===== src/rtl/mux4_to_1_rr_pkg.sv =====
// Shared definitions for the 4-to-1 round-robin packet multiplexer.
// Holds the channel count, the source-select width and the FSM state encoding.
package mux4_to_1_rr_pkg;

    localparam int NUM_CH = 4;
    localparam int SEL_W  = 2;

    typedef enum logic {
        ST_IDLE   = 1'b0,
        ST_LOCKED = 1'b1
    } state_t;

endpackage


===== src/rtl/mux4_to_1_rr_if.sv =====
// Bus bundle for mux4_to_1_rr: four source channels merged onto one sink.
//   in_data   : channel i occupies bits [i*DATA_W +: DATA_W]
//   in_valid  : per-channel beat valid
//   in_last   : per-channel end-of-packet marker (qualified by in_valid)
//   in_ready  : per-channel accept, one-hot or zero
//   out_data  : registered output beat
//   out_sel   : source channel index of out_data
//   out_last  : end-of-packet marker of the output beat
//   out_valid : output beat valid
//   out_ready : sink accept
// master drives sources and sink-ready (testbench / surrounding logic),
// slave is the multiplexer itself.
interface mux4_to_1_rr_if
    import mux4_to_1_rr_pkg::*;
#(
    parameter int DATA_W = 8
);

    logic [NUM_CH*DATA_W-1:0] in_data;
    logic [NUM_CH-1:0]        in_valid;
    logic [NUM_CH-1:0]        in_last;
    logic [NUM_CH-1:0]        in_ready;
    logic [DATA_W-1:0]        out_data;
    logic [SEL_W-1:0]         out_sel;
    logic                     out_last;
    logic                     out_valid;
    logic                     out_ready;

    modport master (
        output in_data, in_valid, in_last, out_ready,
        input  in_ready, out_data, out_sel, out_last, out_valid
    );

    modport slave (
        input  in_data, in_valid, in_last, out_ready,
        output in_ready, out_data, out_sel, out_last, out_valid
    );

endinterface


===== src/rtl/mux4_to_1_rr_rr_arbiter4.sv =====
// rr_arbiter4: combinational rotating-priority search over four requesters.
// The search starts at the channel after i_last_grant and wraps around, so the
// most recently granted channel has lowest priority.
//   i_req         : request vector
//   i_last_grant  : channel granted most recently
//   o_grant       : first requesting channel in rotated order
//   o_grant_valid : at least one request present
module rr_arbiter4
    import mux4_to_1_rr_pkg::*;
(
    input  logic [NUM_CH-1:0] i_req,
    input  logic [SEL_W-1:0]  i_last_grant,
    output logic [SEL_W-1:0]  o_grant,
    output logic              o_grant_valid
);

    logic             w_found;
    logic [SEL_W-1:0] w_idx;

    always_comb begin
        o_grant       = i_last_grant;
        o_grant_valid = |i_req;
        w_found       = 1'b0;
        w_idx         = '0;
        // Offset NUM_CH wraps to i_last_grant itself, which is searched last.
        for (int unsigned k = 1; k <= NUM_CH; k++) begin
            w_idx = i_last_grant + SEL_W'(k);
            if (!w_found && i_req[w_idx]) begin
                o_grant = w_idx;
                w_found = 1'b1;
            end
        end
    end

endmodule


===== src/rtl/mux4_to_1_rr.sv =====
// mux4_to_1_rr: merges four valid/ready packet sources onto one registered
// output. Sources are arbitrated round-robin per packet; once a multi-beat
// packet starts, the grant is locked to that source until its last beat, so
// packets never interleave.
//   clk   : system clock, all state on rising edge
//   rst_n : asynchronous active-low reset
//   bus   : slave side of mux4_to_1_rr_if (sources in, sink out)
module mux4_to_1_rr
    import mux4_to_1_rr_pkg::*;
#(
    parameter int DATA_W = 8
) (
    input  logic               clk,
    input  logic               rst_n,
    mux4_to_1_rr_if.slave      bus
);

    state_t             r_state;
    logic [SEL_W-1:0]   r_lock_idx;
    logic [SEL_W-1:0]   r_last_grant;
    logic [DATA_W-1:0]  r_out_data;
    logic [SEL_W-1:0]   r_out_sel;
    logic               r_out_last;
    logic               r_out_valid;

    logic [SEL_W-1:0]   w_arb_grant;
    logic               w_arb_valid;
    logic [SEL_W-1:0]   w_grant;
    logic               w_grant_valid;
    logic               w_load;
    logic               w_accept;
    logic [DATA_W-1:0]  w_beat_data;
    logic               w_beat_last;
    logic [NUM_CH-1:0]  w_in_ready;

    rr_arbiter4 u_arb (
        .i_req         (bus.in_valid),
        .i_last_grant  (r_last_grant),
        .o_grant       (w_arb_grant),
        .o_grant_valid (w_arb_valid)
    );

    // Output register can take a beat when empty or draining this cycle.
    assign w_load = !r_out_valid || bus.out_ready;

    // While locked, only the owning source may pass; its valid gaps become bubbles.
    assign w_grant       = (r_state == ST_LOCKED) ? r_lock_idx : w_arb_grant;
    assign w_grant_valid = (r_state == ST_LOCKED) ? bus.in_valid[r_lock_idx] : w_arb_valid;
    assign w_accept      = w_load && w_grant_valid;

    assign w_beat_data = bus.in_data[w_grant*DATA_W +: DATA_W];
    assign w_beat_last = bus.in_last[w_grant];

    always_comb begin
        w_in_ready = '0;
        if (w_accept) begin
            w_in_ready[w_grant] = 1'b1;
        end
    end

    assign bus.in_ready  = w_in_ready;
    assign bus.out_data  = r_out_data;
    assign bus.out_sel   = r_out_sel;
    assign bus.out_last  = r_out_last;
    assign bus.out_valid = r_out_valid;

    always_ff @(posedge clk or negedge rst_n) begin
        if (!rst_n) begin
            r_state      <= ST_IDLE;
            r_lock_idx   <= '0;
            r_last_grant <= SEL_W'(NUM_CH - 1);
            r_out_data   <= '0;
            r_out_sel    <= '0;
            r_out_last   <= 1'b0;
            r_out_valid  <= 1'b0;
        end else begin
            if (w_accept) begin
                r_out_data  <= w_beat_data;
                r_out_sel   <= w_grant;
                r_out_last  <= w_beat_last;
                r_out_valid <= 1'b1;
            end else if (bus.out_ready) begin
                r_out_valid <= 1'b0;
            end

            case (r_state)
                ST_IDLE: begin
                    if (w_accept) begin
                        r_last_grant <= w_grant;
                        if (!w_beat_last) begin
                            r_state    <= ST_LOCKED;
                            r_lock_idx <= w_grant;
                        end
                    end
                end
                ST_LOCKED: begin
                    if (w_accept && w_beat_last) begin
                        r_state <= ST_IDLE;
                    end
                end
                default: r_state <= ST_IDLE;
            endcase
        end
    end

endmodule


===== src/flat_wrapper.sv =====
// flat-port wrapper written by rule: the top's interface ports become plain ports
module mux4_to_1_rr_flat import mux4_to_1_rr_pkg::*;
#(
    parameter int DATA_W = 8
)
  (clk, rst_n, bus_in_data, bus_in_valid, bus_in_last, bus_out_ready, bus_in_ready, bus_out_data, bus_out_sel, bus_out_last, bus_out_valid);
  mux4_to_1_rr_if #(.DATA_W(DATA_W)) bus_i ();
  input  logic clk;
  input  logic rst_n;
  input wire logic [$bits(bus_i.in_data)-1:0] bus_in_data;
  input wire logic [$bits(bus_i.in_valid)-1:0] bus_in_valid;
  input wire logic [$bits(bus_i.in_last)-1:0] bus_in_last;
  input wire logic [$bits(bus_i.out_ready)-1:0] bus_out_ready;
  output wire logic [$bits(bus_i.in_ready)-1:0] bus_in_ready;
  output wire logic [$bits(bus_i.out_data)-1:0] bus_out_data;
  output wire logic [$bits(bus_i.out_sel)-1:0] bus_out_sel;
  output wire logic [$bits(bus_i.out_last)-1:0] bus_out_last;
  output wire logic [$bits(bus_i.out_valid)-1:0] bus_out_valid;
  assign bus_i.in_data = bus_in_data;
  assign bus_i.in_valid = bus_in_valid;
  assign bus_i.in_last = bus_in_last;
  assign bus_i.out_ready = bus_out_ready;
  assign bus_in_ready = bus_i.in_ready;
  assign bus_out_data = bus_i.out_data;
  assign bus_out_sel = bus_i.out_sel;
  assign bus_out_last = bus_i.out_last;
  assign bus_out_valid = bus_i.out_valid;
  mux4_to_1_rr #(.DATA_W(DATA_W)) u_core (.clk(clk), .rst_n(rst_n), .bus(bus_i));
endmodule

===== config.mk =====
export PLATFORM = sky130hd
export DESIGN_NAME = mux4_to_1_rr_flat
export DESIGN_NICKNAME = d
export VERILOG_FILES = /design/src/rtl/mux4_to_1_rr_pkg.sv /design/src/rtl/mux4_to_1_rr_if.sv /design/src/rtl/mux4_to_1_rr_rr_arbiter4.sv /design/src/rtl/mux4_to_1_rr.sv /design/src/flat_wrapper.sv
export SDC_FILE = /design/constraint.sdc
export NUM_CORES = 1
export LEC_CHECK = 0
export BUFFER_PORTS_ARGS = -buffer_cell sky130_fd_sc_hd__buf_2
export CORE_MARGIN = 1
export CORE_UTILIZATION = 38
export DETAILED_ROUTE_END_ITERATION = 8
export HOLD_SLACK_MARGIN = 0.03
export MAX_ROUTING_LAYER = met4
export PLACE_DENSITY = 0.77
export SYNTH_ARGS = -nofsm -noshare
export SYNTH_HDL_FRONTEND = slang
export SYNTH_HIERARCHICAL = 1
export SYNTH_SLANG_ARGS = --single-unit

===== constraint.sdc =====
create_clock -name clk -period 5.9 [get_ports clk]
set_input_delay 0.885 -clock clk [delete_from_list [all_inputs] [get_ports clk]]
set_output_delay 0.885 -clock clk [all_outputs]
set_load 0.03 [all_outputs]

==> results.md, run 1 <==
Floorplan:
- The initialized floorplan defines 18 standard-cell rows.
- The initial standard-cell utilization of the core is roughly 41%.
- In this run the horizontal extent of the chip is ~54 µm.
- In this run the count of I/O pins placed on the die edge is 59.
- The die outline area is 2910 µm².
- The area of the core region is approximately 2500 µm².
- The floorplan step set the die height to 54.0 µm.

Worst setup path:
- The worst setup path endpoint is bus_in_ready[3].
- Across all register-to-register paths, the minimum setup slack is 3530 ps.
- On the worst path, the slowest cell contributes a delay of slightly above 600 ps.
- Data on the critical path is required at its endpoint by around 5000 ps.
- Along the worst path, the maximum fanout reaches 16.
- The element type at the critical path end is an output pin.
- The endpoint identified for the worst register-to-register timing path is u_core/bus.out_data[4]$_DFFE_PN0P_.
- By instance count, the cell type seen most on the critical path is sky130_fd_sc_hd__buf_2.
- The depth of the worst register-to-register path is 7.
- The critical path is of the input pin to output pin type.
- For the worst setup path, the data arrival time is 2400 ps.
- The startpoint of the worst-slack reg-to-reg timing path is u_core/r_last_grant[1]$_DFFE_PN1P_.
- The slowest library cell on the worst path is sky130_fd_sc_hd__a21oi_2.
- The signal on the critical path passes through buf_2, mux4_2, nand2_1, a21oi_2, nor3b_1, buf_2.
- The nature of the critical path startpoint is an input pin.
- The critical path starts at bus_in_valid[3].

Synth:
- The average size of a mapped cell is 12.8 µm².
- Synthesis inferred 17 register bits.
- The most common flop cell mapped by yosys is sky130_fd_sc_hd__dfrtp_1.
- The count of warnings emitted by yosys is 6.
- The synthesized design contains 0 enable-type register cells.
- The number of distinct standard cells referenced by the synthesized netlist is 26.
- The synthesized netlist occupies a cell area of between 1000 and 1500 µm².
- The share of the Yosys chip area taken by registers is 41.7%.
- In this run the biggest area consumer among cell types represents between 30% and 40% of the synthesized area.
- Summed over all instances, the cell type with the most area after synthesis is sky130_fd_sc_hd__dfrtp_1.
- Counting instances in the post-synthesis netlist gives the leading cell types as 15 x sky130_fd_sc_hd__dfrtp_1, 11 x sky130_fd_sc_hd__mux2_2, 8 x sky130_fd_sc_hd__mux4_2, 8 x sky130_fd_sc_hd__nand2_1, 6 x sky130_fd_sc_hd__nor2_1.
- In the post-synthesis netlist, the biggest area contributors are sky130_fd_sc_hd__dfrtp_1 37%, sky130_fd_sc_hd__mux4_2 18%, sky130_fd_sc_hd__mux2_2 12%.
- The synthesized net count is 123.
- After synthesis, the share of flip-flops with an asynchronous set or reset is 100%.
- The most frequently used cell type in the post-synthesis netlist is sky130_fd_sc_hd__dfrtp_1.
- Counting every instance in the synthesized netlist gives 80.

Timing:
- Setup violations remaining at the end of the flow were counted as 0.
- For the finished layout, the period the worst path requires is 3290 ps.
- The relative max-transition margin is 48.1%.
- Setup slack on the critical path of the routed design comes to 2610 ps.
- Setup repair after global routing left no endpoint under its margin.
- Static timing analysis puts the maximum clock frequency at 304 MHz.
- The final sum of negative setup slack is 0 ps.
- The total count of hold-check failures in the final report was 0.
- Final hold analysis gives a worst-case slack of approximately 500 ps.
- At the pin with the least slew margin, the transition time is 779 ps.
- The ratio of final minimum period to clock period is 55.7%.
- The final-report max-slew violation count is 0.
- The worst-case clock skew is 3.97 ps.

Clock tree:
- The largest buffer count on any clock path is 2.
- The tree built by TritonCTS fans out to 17 sinks.
- TritonCTS built the clock tree.
- Clock latency on the worst-skew pair, taken at its later pin, is around 280 ps.
- The buffer type at the clock tree root is sky130_fd_sc_hd__clkbuf_4.
- The number of setup buffers added after CTS is 0.
- The count of hold buffers inserted by post-cts repair is 0.
- TritonCTS created 3 clock buffers.
- The number of gates resized after CTS is 0.
- The H-tree depth is 1.
- Clock-pin slew was measured on the worst setup and hold paths at 80 ps.

Hold path:
- The path type of the worst min-delay path is input pin to asynchronous set/reset pin.

Pwr:
- The total power divided by cell area is 608 nW/µm².
- The total chip power is 0.835 mW.
- IR analysis of the VDD net gives a maximum drop of 0.000297 V.
- For this design the static power due to leakage is about 0.67 nW.

Cells and area:
- Relative to the synthesized area, the layout overhead comes to 33.6%.
- The fraction of the core area covered by cells at the end of the flow is 54.4%.
- The count of fill cells added during filler insertion is 225.
- In the final layout, the share of cells above drive strength 1 is 61.7%.
- The sequential cell area is ~430 µm².
- The number of cells in the finished layout apart from fillers is 171.
- In the final layout, the multi-input gates occupy 568 µm².
- The repair_antennas step left the layout with diodes totalling 0.
- The finished cells cover 1370 µm².
- The final layout contains about 190 nets.

Placed design:
- Input and output buffers added on the ports amount to 58.
- The detailed placement HPWL is 1910 µm.
- Once placement completed, the tool counted placed cells totaling approximately 170.
- The placed instance area is 1350 µm².
- Before CTS, the worst setup slack after placement is about 2600 ps.
- The weighted congestion reported at the end of routability-driven placement is roughly 0.7.

Global routing:
- The initial antenna violation count is 0.
- The first global-routing pass estimated 3740 µm of wire.
- The global-route total usage across every layer is between 10% and 20%.
- The via count of the first global-routing pass was between 900 and 1000.
- Summed over all layers, the global routing overflow is 0.
- The pin count of the biggest net entering global routing is 18.

Run status:
- The run finished with clean final reports.

Detailed routing:
- The per-cell routed wire length is 13.7 µm.
- The remaining routing DRC violations is 0.
- The post-detailed-route via-to-cell ratio is about 5.1.
- The length of the first detailed-routing pass in iterations is 4.
- Once detail routing completed, the nets flagged for antenna violations numbered 0.
- After the first detailed-routing iteration, the DRC count stood at 8.
- The routed design has around 2300 µm of wire.
- The routed layout has just under 900 vias.

Job:
- The tool flagged a number of max-cap violations equal to 0.
## power by group
| part | internal, mW | switching, mW | total [mW] | leakage (nW) |
|---|---|---|---|---|
| combinational | 0.252 | 0.298 | 0.549 | 0.456 |
| clock | 0.0263 | 0.0314 | 0.0576 | 0.0150 |
| sequential | 0.184 | 0.0430 | 0.228 | 0.194 |
## cell families after synthesis
family          after synthesis  synth area share (%)
buf+inv                       5                  3.05
compound gates               10                  6.46
simple gates                 22                  10.5
mux                          26                  38.4
flops                        17                  41.7
## cell usage in the layout, fill, tap and decap left out, types with 2 or more instances in the layout
| master | instances |
|---|---|
| sky130_fd_sc_hd__o21a_1 | 3 |
| sky130_fd_sc_hd__mux4_2 | 8 |
| sky130_fd_sc_hd__dfrtp_1 | 15 |
| sky130_fd_sc_hd__buf_4 | 2 |
| sky130_fd_sc_hd__clkbuf_4 | 3 |
| sky130_fd_sc_hd__mux2_2 | 11 |
| sky130_fd_sc_hd__a21oi_1 | 3 |
| sky130_fd_sc_hd__mux2i_1 | 5 |
| sky130_fd_sc_hd__nand2b_1 | 2 |
| sky130_fd_sc_hd__nand2_1 | 8 |
| sky130_fd_sc_hd__inv_1 | 2 |
| sky130_fd_sc_hd__buf_2 | 58 |
| sky130_fd_sc_hd__nor2_1 | 6 |
| sky130_fd_sc_hd__dfstp_2 | 2 |
## flip-flops by register name (all words and copies together), names as in the netlist, named ones only
name / count
u_core/bus.out_data: 8
u_core/bus.out_valid: 1
u_core/bus.out_sel: 2
u_core/bus.out_last: 1
u_core/r_last_grant: 2
u_core/r_lock_idx: 2
## routing by layer
layer / up-vias / part of all wire, % / track usage (%)
li1: 423 / - / -
met1: 414 / 34 / 16.2
met2: 29 / 57 / 37.4
met3: 7 / 7.1 / 5.93
met4: 0 / 2.1 / 8.12
met5: - / 0 / -
## critical path: cells and delay by family
kind            cells  cell delay [ps]
compound gates      1              620
mux                 1              230
simple gates        2              330
buf+inv             2              340
## worst min-delay path by stage
stage / cells past startpoint / start / slack (ps) / endpoint
2_1_floorplan: 2 / u_core/r_last_grant[0]$_DFFE_PN1P_ / 500 / u_core/r_last_grant[0]$_DFFE_PN1P_
3_3_place_gp: 1 / u_core/bus.out_sel[1]$_DFFE_PN0P_ / 480 / u_core/bus.out_sel[1]$_DFFE_PN0P_
3_5_place_dp: 1 / u_core/bus.out_sel[0]$_DFFE_PN0P_ / 480 / u_core/bus.out_sel[0]$_DFFE_PN0P_
4_1_cts: 1 / rst_n / 500 / u_core/bus.out_data[7]$_DFFE_PN0P_
5_1_grt: 1 / rst_n / 520 / u_core/bus.out_data[7]$_DFFE_PN0P_
6_report: 1 / rst_n / 500 / u_core/bus.out_data[7]$_DFFE_PN0P_
## final cells by class
type	instances	area share (%)
Timing Repair Buffer	60	22.2
Tap cell	30	2.73
Inverter	2	0.547
Clock buffer	4	1.91
Multi-Input combinational cell	58	41.4
Sequential cell	17	31.2
Power figures use the tool's default switching activity.
==> run 2: changes to the inputs <==
Settings changed: PLACE_DENSITY 0.77 to 0.8.
Clock period 5.9 ns to 2.9 ns, I/O delays scaled along.
==> results.md, run 2 (same netlist as run 1, synthesis figures left out) <==
Cells and area:
- The repair_antennas step left the layout with diodes totalling 0.
- In the final layout, the multi-input gates occupy 568 µm².
- The register with the most flip-flops in the layout has 8 of them.
- The library cell used most frequently in the layout, excluding fill and tap cells, is sky130_fd_sc_hd__buf_2.
- Leaving out fill and tap cells, the most frequent cells in the layout are 58 x sky130_fd_sc_hd__buf_2, 15 x sky130_fd_sc_hd__dfrtp_1, 11 x sky130_fd_sc_hd__mux2_2.
- At the end of the flow the core is filled with cells to 55.0%.
- The sequential cell area is 428 µm².
- The post-synthesis to final-layout area growth is 35.1%.
- The final net count is 187.
- The number of cells in the finished layout apart from fillers is 173.
- The filler cells instantiated in the layout total 226.
- In the final layout, the share of cells above drive strength 1 is 62.2%.

Placed design:
- The number of buffers added on ports is a little under 60.
- The number of placed instances with taps included is between 150 and 200.
- Timing analysis after detailed placement gives a worst setup slack of 566 ps.
- The detailed placement HPWL is 2030 µm.
- The weighted congestion reported at the end of routability-driven placement is 0.762.

Pwr:
- The part of the total power dissipated in combinational logic is 65.9%.
- The clock group share of total power is approximately 7.2%.
- The total chip power is 1.73 mW.
- The total power divided by cell area is 1250 nW/µm².
- The standby leakage power is ~0.68 nW.
- The cell internal power dissipation is between 0.9 and 1 mW.
- The worst voltage drop across the vdd grid is 0.000614 V.
- Of the total power, the share spent switching nets is between 40% and 50%.
- For this design the total switching power over the nets is roughly 0.77 mW.
- Sequential cells burn 26.8% of the power.

Floorplan:
- The area of the core region is 2520 µm².
- Once the floorplan was initialized, standard cells occupied about two fifths of the core.
- The total I/O pin count is 59.
- The floorplan has 18 rows.
- The die covers 2910 µm².
- The die is 54.0 µm tall.
- The width of the die is 54.0 µm.

Clock tree:
- The TritonCTS clock tree is built.
- After clock tree synthesis, the clock-pin slew on the worst setup and hold paths is 100 ps.
- The buffer type at the clock tree root is sky130_fd_sc_hd__clkbuf_4.
- The largest buffer count on any clock path is 2.
- The clock net sink count is 17.
- The H-tree depth is 1.
- In this run the post-CTS setup repair buffer count came out at 0.
- After clock tree synthesis, the repair step resized 0 gates.
- The source-to-sink clock delay at the later pin of the worst-skew pair is 290 ps.
- The number of buffers inserted during clock tree synthesis is 3.
- In this run, post-CTS hold repair placed 0 buffers.

Timing:
- Adding up every negative setup slack in the final design gives 0 ps.
- After layout, the worst setup slack is 372 ps.
- The total count of hold-check failures in the final report is 0.
- The final-report max-slew violation count came to 0.
- For the finished layout, the period the worst path requires is 2530 ps.
- The worst pin sits at a relative slew slack of 71.5%.
- The slew at the pin closest to its max-slew limit is 427 ps.
- The clock arrives with 10.3 ps of skew.
- Based on the critical path, the design can be clocked at up to 396 MHz.
- Setup repair after global routing left no endpoint under its margin.
- The ratio of final minimum period to clock period is 87.2%.
- The count of final setup violators is 0.

Worst setup path:
- Data arrives at the worst endpoint at approximately 2100 ps.
- Counting cells, the worst reg-to-reg path comes to 9.
- In this run the worst path has a maximum fanout of 10.
- The setup path with the least slack is of type register to output pin.
- The nature of the critical path startpoint is a register.
- The element type at the critical path end is an output pin.
- The required time at the endpoint of the critical path is approximately 2500 ps.

Job:
- The number of maximum-capacitance violations is 0.

Global routing:
- In the global route stage, met1 resource usage came out at about a fifth.
- Entering global routing, the biggest net connects 18 pins.
- Global routing used approximately 20% of the available tracks.
- The global routing stage identified its most utilized layer as met2.
- The first global-routing pass estimated 3920 µm of wire.
- The met3 usage is 5.65%.
- The sum of overflow across all layers after global routing is 0.
- The met2 usage in global routing is 36.4%.
- The initial antenna violation count was 0.
- The via count of the first global-routing pass is 937.

Hold path:
- The tightest min-delay check is of the input pin to asynchronous set/reset pin type.

Detailed routing:
- The length of the first detailed-routing pass in iterations is 4.
- The post-detailed-route via-to-cell ratio is 5.34.
- For this block, the via count after detailed routing is 924.
- The per-cell routed wire length is 14.5 µm.
- The remaining routing DRC violations is 0.
- The detail route stage leaves a number of antenna-violating nets equal to 0.
- Summed over all layers, the routed wires come to approximately 2500 µm.
- The number of violations reported at the end of detailed-routing iteration 0 is 15.

Run status:
- The flow ran to the end, and the final reports show no timing, DRC or antenna violations.
[run 2: area by class of cell]
cell class              count  share of cell area (%)
clock buffers               4                    1.89
inverters                   2                   0.541
multi-input cells          58                    40.9
repair buffers             62                    23.1
flip-flops and latches     17                    30.8
well taps                  30                    2.71
[run 2: final timing paths]
check                                                     end                          startpoint  slack (ps)
max                                           bus_in_ready[1]  u_core/r_last_grant[1]$_DFFE_PN1P_         370
min                        u_core/bus.out_data[2]$_DFFE_PN0P_                               rst_n          50
max reg2reg                  u_core/r_lock_idx[1]$_DFFE_PN0P_  u_core/r_last_grant[1]$_DFFE_PN1P_         490
min reg2reg                 u_core/bus.out_sel[0]$_DFFE_PN0P_   u_core/bus.out_sel[0]$_DFFE_PN0P_         500
max in group asynchronous  u_core/r_last_grant[1]$_DFFE_PN1P_                               rst_n        2520
min in group clk             u_core/bus.out_valid$_DFFE_PN0P_                       bus_out_ready         490
[run 2: metrics by stage]
step	cell area (µm²)	hold WS (ps)
final	1390	46.2
after floorplan	1030	139
after CTS	1390	59.7
after global placement	1360	371
after global routing	1390	48.2
after detailed placement	1360	384
[run 2: power by group through the flow]
| stage | Clock, mW | Sequential [mW] | Combinational, mW |
|---|---|---|---|
| detailed placement | 0 | 0.470 | 1.14 |
| global route | 0.145 | 0.485 | 1.23 |
| floorplan | 0 | 0.626 | 0.712 |
| global placement | 0 | 0.460 | 1.11 |
| CTS | 0.132 | 0.467 | 1.15 |
| finish | 0.126 | 0.465 | 1.14 |
[run 2: critical path: stages (launching register included)]
cell and delay [ps]:
sky130_fd_sc_hd__dfstp_2 590, sky130_fd_sc_hd__a21oi_1 100, sky130_fd_sc_hd__a31oi_1 160, sky130_fd_sc_hd__a21oi_1 120, sky130_fd_sc_hd__mux2i_1 200, sky130_fd_sc_hd__buf_4 230
sky130_fd_sc_hd__nand2_1 80, sky130_fd_sc_hd__nor2_1 110, sky130_fd_sc_hd__buf_2 210
[run 2: metal layers]
metal	up-vias	share of wire (%)	wire, µm
met5	-	0	0
met4	0	1.1	27
li1	429	-	-
met2	27	56	1410
met1	464	37	930
met3	4	5.4	136
==> run 3: changes to the inputs <==
Settings changed: CORE_UTILIZATION 38 to 25, PLACE_DENSITY 0.8 to 0.58.
==> results.md, run 3 (same netlist as run 1, synthesis figures left out) <==
Run status:
- The flow ran to the end, and the final reports show no timing, DRC or antenna violations.

Global routing:
- The first-pass GRT wire length is 4150 µm.
- The initial antenna violation count is 0.
- Summed over all layers, the global routing overflow is 0.
- The global-route total usage across every layer is 13.3%.
- The via count of the first global-routing pass was 898.
- The pin count of the biggest net entering global routing is 18.

Pwr:
- Summing internal, switching and leakage power gives 1.78 mW.
- The worst voltage drop across the vdd grid is 0.000467 V.
- The standby leakage power is 0.681 nW.
- The total power divided by cell area is 1250 nW/µm².

Worst setup path:
- Together, buffers and inverters on the worst path number 2.
- The worst setup path is of the register to output pin kind.
- Walking the worst path, the cells encountered are nand2_1, a32oi_1, nand2_1, mux2i_2, buf_4, nand2_1, nor2_1, buf_2.
- STA puts the critical path data arrival time at 2220 ps.
- The depth of the worst register-to-register path is 7.
- The logic depth of the worst path, buffers included is 8.
- The category of cells accounting for the largest share of critical-path delay is flip-flops.
- The largest stage delay on the critical path is about 590 ps.
- The required time at the endpoint of the critical path is 2470 ps.
- The slowest library cell on the worst path is sky130_fd_sc_hd__dfstp_2.
- The worst setup path is launched from a register.
- The element type at the critical path end is an output pin.
- Of all nets on the critical path, the largest fanout is 11.
- By instance count, the cell type seen most on the critical path is sky130_fd_sc_hd__nand2_1.

Job:
- Across the run, the number of max-cap violations was 0.

Detailed routing:
- Signal routing reaches up to met3.
- The count of nets left with antenna violations after detail routing is 0.
- The final route contains 883 vias.
- After detailed routing, the number of remaining DRC violations is 0.
- The detailed-routing wirelength on met1 is around 1100 µm.
- After detailed routing, the number of vias per cell comes to approximately 4.6.
- The per-cell routed wire length is about 13 µm.
- After detailed routing, the met3 layer carries between 150 and 200 µm of wire.
- The total met2 wirelength after detailed routing is 1320 µm.
- The length of the first detailed-routing pass in iterations is 4.
- For this block, the routed nets add up to ~2600 µm of wire.
- The number of violations reported at the end of detailed-routing iteration 0 is 15.

Timing:
- Setup repair after global routing left no endpoint under its margin.
- The ratio of final minimum period to clock period is around 91%.
- The relative max-transition margin is between 70% and 80%.
- The final sum of negative setup slack is 0 ps.
- The final-report max-slew violation count was 0.
- The slew at the pin closest to its max-slew limit is 405 ps.
- The highest achievable clock rate is between 300 and 400 MHz.
- The total count of hold-check failures in the final report is 0.
- The worst-case clock skew is 2.32 ps.
- The worst path needs 2650 ps of the cycle, external delays included.
- Setup violations remaining at the end of the flow were counted as 0.

Clock tree:
- The post-CTS setup buffer count is 0.
- Gates resized during post-CTS repair numbered 0.
- The source-to-sink clock delay at the later pin of the worst-skew pair is 250 ps.
- The buffer type at the clock tree root is sky130_fd_sc_hd__clkbuf_8.
- In this run the number of H-tree levels came out at 1.
- The TritonCTS clock tree is built.
- The post-CTS clock slew at the launch and capture registers of the worst setup and hold paths is 60 ps.
- The clock drives 17 sinks.
- In this run the deepest clock path goes through 2 buffers.
- The number of buffers inserted during clock tree synthesis is 3.
- The count of hold buffers inserted by post-cts repair is 0.

Floorplan:
- The number of placement rows is 22.
- The initial standard-cell utilization of the core is ~27%.
- The total I/O pin count is around 60.
- The floorplan step set the die height to 66.1 µm.
- The die is 66.1 µm wide.
- The die outline area is 4370 µm².
- The area of the core region is 3800 µm².

Cells and area:
- The final net count is about 190.
- In the final layout, the multi-input gates occupy 572 µm².
- The count of antenna diodes in the layout is 0.
- The commonest non-fill, non-tap cell in the layout is sky130_fd_sc_hd__buf_2.
- After filler insertion, the fill cell instance count of the layout stands at 397.
- The sequential cell area is around 430 µm².
- The share of post-route cells with drive strength above 1 is 62.9%.
- Once layout is done, the placed cells without fillers occupy approximately 1400 µm².
- The number of cells in the finished layout apart from fillers is between 150 and 200.
- The top cell types in the final layout, fill and taps aside, are 58 x sky130_fd_sc_hd__buf_2, 15 x sky130_fd_sc_hd__dfrtp_1, 11 x sky130_fd_sc_hd__mux2_2.
- Compared with the post-synthesis result, the final layout area differs by 39.5%.
- The flip-flop count of the largest register after layout is 8.

Placed design:
- Once detailed placement completed, the half-perimeter wirelength came to 2080 µm.
- At the end of routability-driven placement, the weighted congestion stood at 0.699.
- Input and output buffers added on the ports amount to 58.
- After detailed placement, the total cell area comes to 1390 µm².
- Counting tap cells, the placed design contains a total of between 150 and 200 instances.

Hold path:
- The path type of the worst min-delay path is input pin to asynchronous set/reset pin.
-- run 3: cell type report --
type / count / share of cell area, %
Multi-Input combinational cell: 58 / 39.9
Sequential cell: 17 / 29.9
Timing Repair Buffer: 62 / 22.4
Tap cell: 48 / 4.19
Clock buffer: 4 / 3.14
Inverter: 2 / 0.524
-- run 3: final timing paths --
path	endpoint	slack [ps]	start
worst min register to register	u_core/bus.out_data[4]$_DFFE_PN0P_	500	u_core/bus.out_data[4]$_DFFE_PN0P_
min in group clk	u_core/bus.out_data[4]$_DFFE_PN0P_	500	u_core/bus.out_data[4]$_DFFE_PN0P_
worst max register to register	u_core/bus.out_data[7]$_DFFE_PN0P_	470	u_core/r_last_grant[1]$_DFFE_PN1P_
worst min-delay path	u_core/r_lock_idx[0]$_DFFE_PN0P_	100	rst_n
max in group asynchronous	u_core/r_last_grant[1]$_DFFE_PN1P_	2480	rst_n
worst max-delay path	bus_in_ready[2]	250	u_core/r_last_grant[1]$_DFFE_PN1P_
-- run 3: per-stage QoR --
step	utilization [%]	worst slack, ps	hold slack, ps
after floorplan	-	429	139
after global placement	36.5	494	383
after detailed placement	36.5	448	385
after CTS	37.7	221	110
after global routing	37.7	65.0	117
final	37.7	249	98.9
-- run 3: worst reg2reg max path, stage by stage (launching register included) --
cell,delay [ps]
sky130_fd_sc_hd__dfstp_2,590
sky130_fd_sc_hd__nand2_1,70
sky130_fd_sc_hd__a32oi_1,190
sky130_fd_sc_hd__nand2_1,100
sky130_fd_sc_hd__mux2i_2,300
sky130_fd_sc_hd__buf_4,280
sky130_fd_sc_hd__mux4_2,520
sky130_fd_sc_hd__mux2_2,270
-- run 3: power by group --
| group | leakage, nW | internal, mW | switching (mW) |
|---|---|---|---|
| combinational | 0.464 | 0.539 | 0.604 |
| clock | 0.0228 | 0.0974 | 0.0770 |
| sequential | 0.194 | 0.376 | 0.0909 |
| total | 0.681 | 1.01 | 0.771 |
-- run 3: routing by layer --
layer / GRT usage [%] / up-vias
li1: - / 424
met1: 15.0 / 427
met2: 23.5 / 32
met3: 4.48 / 0
met4: 1.60 / 0
met5: - / -
